## config.mk

```make
export PLATFORM = sky130hd
export DESIGN_NAME = flush_redirect_ctrl_flat
export DESIGN_NICKNAME = d
export VERILOG_FILES = /design/src/rtl/flush_redirect_ctrl_if.sv /design/src/rtl/flush_redirect_ctrl.sv /design/src/flat_wrapper.sv
export SDC_FILE = /design/constraint.sdc
export NUM_CORES = 1
export LEC_CHECK = 0
export ABC_AREA = 1
export BUFFER_PORTS_ARGS = -buffer_cell sky130_fd_sc_hd__buf_2
export CORE_MARGIN = 1.5
export CORE_UTILIZATION = 40
export CTS_CLUSTER_DIAMETER = 150
export DETAILED_ROUTE_END_ITERATION = 10
export PLACE_DENSITY_LB_ADDON = 0.3
export SYNTH_ARGS = -nofsm -noshare
export SYNTH_HDL_FRONTEND = slang
export SYNTH_SLANG_ARGS = --single-unit
```

## constraint.sdc

```tcl
create_clock -name clk -period 2.7 [get_ports clk]
set_input_delay 0.135 -clock clk [delete_from_list [all_inputs] [get_ports clk]]
set_output_delay 0.135 -clock clk [all_outputs]
set_load 0.005 [all_outputs]
```

## src/rtl/flush_redirect_ctrl_if.sv

```systemverilog
`default_nettype none
// ============================================================================
// Module      : flush_redirect_ctrl_if
// Description : Flush/redirect and instruction-bus bookkeeping signals shared
//               by cp0_reg, the fetch stage and flush_redirect_ctrl.
//               The slave modport is the controller's view; the master
//               modport is the environment's view (cp0, fetch, bus).
// Revision    : 1.0 - initial release
// ============================================================================
interface flush_redirect_ctrl_if;
  // Flush requests from cp0_reg
  logic        ex_flush;
  logic        eret_flush;
  logic [31:0] eret_pc;

  // SRAM-like instruction port activity
  logic        inst_req;
  logic        inst_addr_ok;
  logic        inst_data_ok;

  // Controls back to the pipeline / fetch stage
  logic        pipe_flush;
  logic        fetch_stall;
  logic        discard_rdata;

  // Redirect handshake towards fetch
  logic        redirect_valid;
  logic [31:0] redirect_pc;
  logic        redirect_ready;

  // Status
  logic        busy;
  logic        proto_err;

  modport slave (
    input  ex_flush,
    input  eret_flush,
    input  eret_pc,
    input  inst_req,
    input  inst_addr_ok,
    input  inst_data_ok,
    input  redirect_ready,
    output pipe_flush,
    output fetch_stall,
    output discard_rdata,
    output redirect_valid,
    output redirect_pc,
    output busy,
    output proto_err
  );

  modport master (
    output ex_flush,
    output eret_flush,
    output eret_pc,
    output inst_req,
    output inst_addr_ok,
    output inst_data_ok,
    output redirect_ready,
    input  pipe_flush,
    input  fetch_stall,
    input  discard_rdata,
    input  redirect_valid,
    input  redirect_pc,
    input  busy,
    input  proto_err
  );
endinterface
`default_nettype wire

```

## src/rtl/flush_redirect_ctrl.sv

```systemverilog
`default_nettype none
// ============================================================================
// Module      : flush_redirect_ctrl
// Description : Sequences the pipeline redirect after an exception or ERET.
//               Counts in-flight instruction requests, holds fetch off and
//               marks stale read data until the bus drains, then offers the
//               new PC to fetch over a valid/ready handshake.
// Revision    : 1.0 - initial release
// ============================================================================
module flush_redirect_ctrl #(
  parameter int          MAX_OUTST = 3,
  parameter logic [31:0] EX_ENTRY  = 32'hBFC00380
) (
  input  logic                  clk,
  input  logic                  reset,
  flush_redirect_ctrl_if.slave  bus
);

  localparam int            CW      = $clog2(MAX_OUTST + 1);
  localparam logic [CW-1:0] CNT_MAX = CW'(MAX_OUTST);
  localparam logic [CW-1:0] CNT_ONE = CW'(1);

  typedef enum logic [1:0] {
    IDLE     = 2'd0,
    DRAIN    = 2'd1,
    REDIRECT = 2'd2
  } state_t;

  state_t        state;
  logic [CW-1:0] cnt;
  logic [CW-1:0] cnt_next;
  logic          cnt_err;
  logic [31:0]   target;
  logic          err_flag;
  logic          redirect_vld;
  logic          seq_stall;
  logic          seq_busy;

  logic          inc;
  logic          dec;
  logic          cnt_zero;
  logic          cnt_full;
  logic          flush_any;
  logic          flush_take;

  // --------------------------------------------------------------------------
  // Outstanding-request bookkeeping
  // --------------------------------------------------------------------------
  assign cnt_zero = (cnt == '0);
  assign cnt_full = (cnt == CNT_MAX);
  assign inc      = bus.inst_req & bus.inst_addr_ok;
  // A data beat with nothing outstanding is a protocol error, not a decrement.
  assign dec      = bus.inst_data_ok & ~cnt_zero;

  // Post-update counter value; saturates at both ends and flags violations.
  always_comb begin
    cnt_next = cnt;
    cnt_err  = 1'b0;
    if (inc && !dec) begin
      if (cnt_full) begin
        cnt_err = 1'b1;
      end else begin
        cnt_next = cnt + CNT_ONE;
      end
    end else if (dec && !inc) begin
      cnt_next = cnt - CNT_ONE;
    end
    if (bus.inst_data_ok && cnt_zero) begin
      cnt_err = 1'b1;
    end
  end

  // Counter register and sticky protocol error flag.
  always_ff @(posedge clk) begin
    if (reset) begin
      cnt      <= '0;
      err_flag <= 1'b0;
    end else begin
      cnt <= cnt_next;
      if (cnt_err) begin
        err_flag <= 1'b1;
      end
    end
  end

  // --------------------------------------------------------------------------
  // Flush acceptance: any flush starts a sequence from IDLE; once a sequence
  // is running only an exception can restart it (ERET is dropped).
  // --------------------------------------------------------------------------
  assign flush_any  = bus.ex_flush | bus.eret_flush;
  assign flush_take = (state == IDLE) ? flush_any : bus.ex_flush;

  // --------------------------------------------------------------------------
  // Sequencer: state, captured target and the registered handshake/stall
  // flags all move together so the outputs come straight from flops.
  // --------------------------------------------------------------------------
  // Redirect sequencing state machine.
  always_ff @(posedge clk) begin
    if (reset) begin
      state        <= IDLE;
      target       <= 32'h0;
      redirect_vld <= 1'b0;
      seq_stall    <= 1'b0;
      seq_busy     <= 1'b0;
    end else begin
      case (state)
        IDLE: begin
          if (flush_any) begin
            // Exception wins over a simultaneous ERET.
            target    <= bus.ex_flush ? EX_ENTRY : bus.eret_pc;
            seq_stall <= 1'b1;
            seq_busy  <= 1'b1;
            if (cnt_next == '0) begin
              state        <= REDIRECT;
              redirect_vld <= 1'b1;
            end else begin
              state        <= DRAIN;
              redirect_vld <= 1'b0;
            end
          end
        end

        DRAIN: begin
          if (bus.ex_flush) begin
            target <= EX_ENTRY;
          end
          // Requests accepted while draining are counted, so we leave only
          // once every stale beat (old and new) has been returned.
          if (cnt_next == '0) begin
            state        <= REDIRECT;
            redirect_vld <= 1'b1;
          end
        end

        REDIRECT: begin
          if (bus.ex_flush) begin
            // Restart: any handshake offered this cycle is cancelled.
            target <= EX_ENTRY;
            if (cnt_next != '0) begin
              state        <= DRAIN;
              redirect_vld <= 1'b0;
            end
          end else if (bus.redirect_ready) begin
            state        <= IDLE;
            redirect_vld <= 1'b0;
            seq_stall    <= 1'b0;
            seq_busy     <= 1'b0;
          end
        end

        default: begin
          state        <= IDLE;
          redirect_vld <= 1'b0;
          seq_stall    <= 1'b0;
          seq_busy     <= 1'b0;
        end
      endcase
    end
  end

  // --------------------------------------------------------------------------
  // Outputs
  // --------------------------------------------------------------------------
  assign bus.pipe_flush     = flush_take;
  assign bus.fetch_stall    = seq_stall | cnt_full;
  assign bus.discard_rdata  = (state == DRAIN) & bus.inst_data_ok & ~cnt_zero;
  assign bus.redirect_valid = redirect_vld;
  assign bus.redirect_pc    = target;
  assign bus.busy           = seq_busy;
  assign bus.proto_err      = err_flag;

endmodule
`default_nettype wire

```

## src/flat_wrapper.sv

```systemverilog
// flat-port wrapper written by rule: the top's interface ports become plain ports
module flush_redirect_ctrl_flat 
#(
  parameter int          MAX_OUTST = 3,
  parameter logic [31:0] EX_ENTRY  = 32'hBFC00380
)
  (clk, reset, bus_ex_flush, bus_eret_flush, bus_eret_pc, bus_inst_req, bus_inst_addr_ok, bus_inst_data_ok, bus_redirect_ready, bus_pipe_flush, bus_fetch_stall, bus_discard_rdata, bus_redirect_valid, bus_redirect_pc, bus_busy, bus_proto_err);
  flush_redirect_ctrl_if bus_i ();
  input  logic clk;
  input  logic reset;
  input wire logic [$bits(bus_i.ex_flush)-1:0] bus_ex_flush;
  input wire logic [$bits(bus_i.eret_flush)-1:0] bus_eret_flush;
  input wire logic [$bits(bus_i.eret_pc)-1:0] bus_eret_pc;
  input wire logic [$bits(bus_i.inst_req)-1:0] bus_inst_req;
  input wire logic [$bits(bus_i.inst_addr_ok)-1:0] bus_inst_addr_ok;
  input wire logic [$bits(bus_i.inst_data_ok)-1:0] bus_inst_data_ok;
  input wire logic [$bits(bus_i.redirect_ready)-1:0] bus_redirect_ready;
  output wire logic [$bits(bus_i.pipe_flush)-1:0] bus_pipe_flush;
  output wire logic [$bits(bus_i.fetch_stall)-1:0] bus_fetch_stall;
  output wire logic [$bits(bus_i.discard_rdata)-1:0] bus_discard_rdata;
  output wire logic [$bits(bus_i.redirect_valid)-1:0] bus_redirect_valid;
  output wire logic [$bits(bus_i.redirect_pc)-1:0] bus_redirect_pc;
  output wire logic [$bits(bus_i.busy)-1:0] bus_busy;
  output wire logic [$bits(bus_i.proto_err)-1:0] bus_proto_err;
  assign bus_i.ex_flush = bus_ex_flush;
  assign bus_i.eret_flush = bus_eret_flush;
  assign bus_i.eret_pc = bus_eret_pc;
  assign bus_i.inst_req = bus_inst_req;
  assign bus_i.inst_addr_ok = bus_inst_addr_ok;
  assign bus_i.inst_data_ok = bus_inst_data_ok;
  assign bus_i.redirect_ready = bus_redirect_ready;
  assign bus_pipe_flush = bus_i.pipe_flush;
  assign bus_fetch_stall = bus_i.fetch_stall;
  assign bus_discard_rdata = bus_i.discard_rdata;
  assign bus_redirect_valid = bus_i.redirect_valid;
  assign bus_redirect_pc = bus_i.redirect_pc;
  assign bus_busy = bus_i.busy;
  assign bus_proto_err = bus_i.proto_err;
  flush_redirect_ctrl #(.MAX_OUTST(MAX_OUTST), .EX_ENTRY(EX_ENTRY)) u_core (.clk(clk), .reset(reset), .bus(bus_i));
endmodule
```

==> impl_results.md <==
- Outcome: finished clean
- Simple-gate share of the synthesized area: 30.8%
- Setup Fix Bufs, Post-CTS: 0
- Worst R2R Start: u_core.state[0]$_SDFFE_PP0P_
- Most used cell, CP: inv_1
- Net Sw Power: 949 µW
- Rel. slew slack: 71.9%
- Clk_lat worst skew: 0.29 ns
- IR drop worst, VDD: 0.702 mV
- Worst endpoint required time: 2.92 ns
- Largest net degree at the start of global routing: 33
- Iteration-0 DRC Markers: 88
- Crit. Startpoint: u_core.state[0]$_SDFFE_PP0P_
- Synthesized area: 1760 µm²
- Number of port buffers: 77
- Post-cts sizing count: 0
- WL met1: 1930 µm
- Ratio of cells with drive above 1 in the final layout: 34.3%
- Number of diodes: 0
- XOR/XNOR Fraction of Synth Area: 0%
- Adder and majority gate portion of the synthesized area: 5.69%
- Initial antenna violation count: 0
- Crit-path cells: inv_1, ha_1, o21ai_0, o21ai_2, inv_1, buf_4, nand3_1, a21oi_1
- Clock share of power: just over 20%
- Final core utilization: 55.6%
- Worst-path clk slew: 0.08 ns
- Sequential fraction of the synthesis area: 44.4%
- Vias in the first global route: 1711
- DR vias/cell: approximately 4.9
- Multi-input gate area: 851 µm²
- Routed length on met2: between 1500 and 2000 µm
- Critical Path Start Type: register
- Placeable Area: 4120 µm²
- Vias: 1754
- Leakage power: 0.00114 µW
- Clock Tree Buf Depth: 2
- Post-synthesis compound-gate area fraction: 11.7%
- Hold Crit Class: in -> reg
- RSZ-0062 raised after global routing: no
- Largest family of logic cells by synthesized area: simple AND/OR/NAND/NOR gates
- Mapped Nets: 281
- Number of buffers created by CTS: 5
- # clock sinks: 39
- WS Path Type: reg -> reg
- First-pass GRT wire length: 7070 µm
- Reg power frac: between 30% and 40%
- Setup-failing EPs final: 0
- Root Driver: clkbuf_8
- Layout fillers: between 300 and 400
- Commonest non-fill, non-tap cell in the layout: buf_2
- Antenna Nets Post-Route: 0
- Reg area: 781 µm²
- Chip width: 69.3 µm
- HPWL Detailed: approximately 3000 µm
- Max Used Layer: met4
- GRT overflow: 0
- Crit Path Max Fanout: 20
- Pint: around 1400 µW
- Post-synthesis mux area share: 0%
- Most frequent cells in the layout: 77 x buf_2, 39 x dfxtp_1, 37 x nand2_1
- Initial core utilization: 42.7%
- TritonCTS clock tree: yes
- GP Congestion: 0.797
- Hold Crit Start: bus_eret_pc[7]
- # DRC: 0
- Clock skew: 0.00792 ns
- Final period util: 72.8%
- Yosys reg bits: 39
- Final wirelength: 4230 µm
- Rows: 23
- Placed Cells: between 300 and 400
- Routed len/inst: 11.8 µm
- Max incr delay on CP: between 0.3 and 0.4 ns
- DR WL met3: 290 µm
- Synth Warn #: 0
- Max Transition Viols Final: 0
- CTS hold repair buffers: 0
- Die Y: 69.3 µm
- Sw frac: 40.2%
- Crit end category: register
- Synth cell types: 23
- Power Density: approximately 1000 nW/µm²
- Avg Inst Size Synth: 7.54 µm²
- Comb power frac: a little over two fifths
- Max Cap Violations: 0
- Area growth, synth to finish: 30.2%
- Setup_tns: 0 ns
- Drt first pass iters: 4
- Post-synthesis cell count: 233
- Gr usage total: 17.6%
- Finished Layout Cells: 359
- CP max stage cell: dfxtp_1
- Die area: 4800 µm²
- Fin crit period: 1.97 ns
- I/O pin total: 78
- H-tree depth: 2
- Data arrival, critical path: 2.18 ns
- Achievable Freq: ~500 MHz
- Final #Nets: 356
- Min Hold Slack: 0.0727 ns
- Tightest Pin Transition: 0.422 ns
- Final hold violation count: 0
## cell families after synthesis
kind of cell             count (synthesis)
buffers and inverters                   32
AND/OR/NAND/NOR                        113
flip-flops                              39
AO/OA/AOI/OAI                           41
adder cells (fa/ha/maj)                  8
## flip-flops by register name, summed over array words and instances, names as in the netlist
signal,cells
u_core.bus.redirect_pc,32
u_core.seq_stall,1
u_core.bus.proto_err,1
u_core.bus.redirect_valid,1
u_core.cnt,2
u_core.state,2
## layout make-up
class | instances | area share, %
sequential | 39 | 34.1
timing repair buffer | 80 | 17.8
clock inverter | 3 | 1.91
multi-input combinational | 162 | 37.2
tap | 50 | 2.73
clock buffer | 5 | 3.01
inverter | 20 | 3.28
## worst max-delay path, delay by kind of cell (launching register included)
family / cells / cell delay (ns)
compound gates: 3 / 0.46
flops: 1 / 0.37
fa+ha+maj: 1 / 0.33
simple gates: 1 / 0.09
buf+inv: 3 / 0.64
## path summary, 6_finish.rpt
kind | end | slack [ns] | depth (start not counted)
hold / removal | u_core.bus.redirect_pc[7]$_SDFFE_PP0P_ | 0.07 | 3
hold reg to reg | u_core.bus.redirect_pc[14]$_SDFFE_PP0P_ | 0.46 | 2
setup / recovery | u_core.bus.redirect_pc[12]$_SDFFE_PP0P_ | 0.73 | 8
setup reg to reg | u_core.bus.redirect_pc[12]$_SDFFE_PP0P_ | 0.73 | 8
## Yosys cell counts
library cell,count,area (µm²)
inv_2,3,11.3
ha_1,8,100
nor3_1,12,60.1
buf_2,2,10.0
buf_6,1,11.3
nand3_1,24,120
nand2_1,37,139
nand4_1,2,12.5
nor2_2,1,6.26
inv_1,17,63.8
o21ai_1,1,5.00
a21oi_1,25,125
buf_1,2,7.51
o21ai_0,15,75.1
or2_2,1,6.26
nand3b_2,1,11.3
nor2_1,23,86.3
nand2_2,6,37.5
dfxtp_1,39,781
clkbuf_1,7,26.3
nand3b_1,1,7.51
nand3_2,1,10.0
nor2_4,4,45.0
## routing by layer
layer	vias up	track usage, %
met5	-	0
met2	55	29.4
met1	783	21.7
met3	7	5.23
li1	909	-
met4	0	5.88
## power by group through the flow
stage	registers, µW	logic, µW	clock network (µW)
after floorplan	861	667	0
after global placement	847	1030	0
after detailed placement	846	1040	0
after CTS	837	1040	498
after global routing	862	1170	518
final	837	1040	487
## through the flow
| step | worst slack [ns] | power [µW] | area (µm²) |
|---|---|---|---|
| finish | 0.735 | 2360 | 2290 |
| global route | 0.571 | 2550 | 2290 |
| CTS | 0.742 | 2380 | 2290 |
| detailed placement | 0.751 | 1890 | 2180 |
| global placement | 0.824 | 1880 | 2180 |
| floorplan | 1.13 | 1530 | 1760 |
Power figures use the tool's default switching activity.
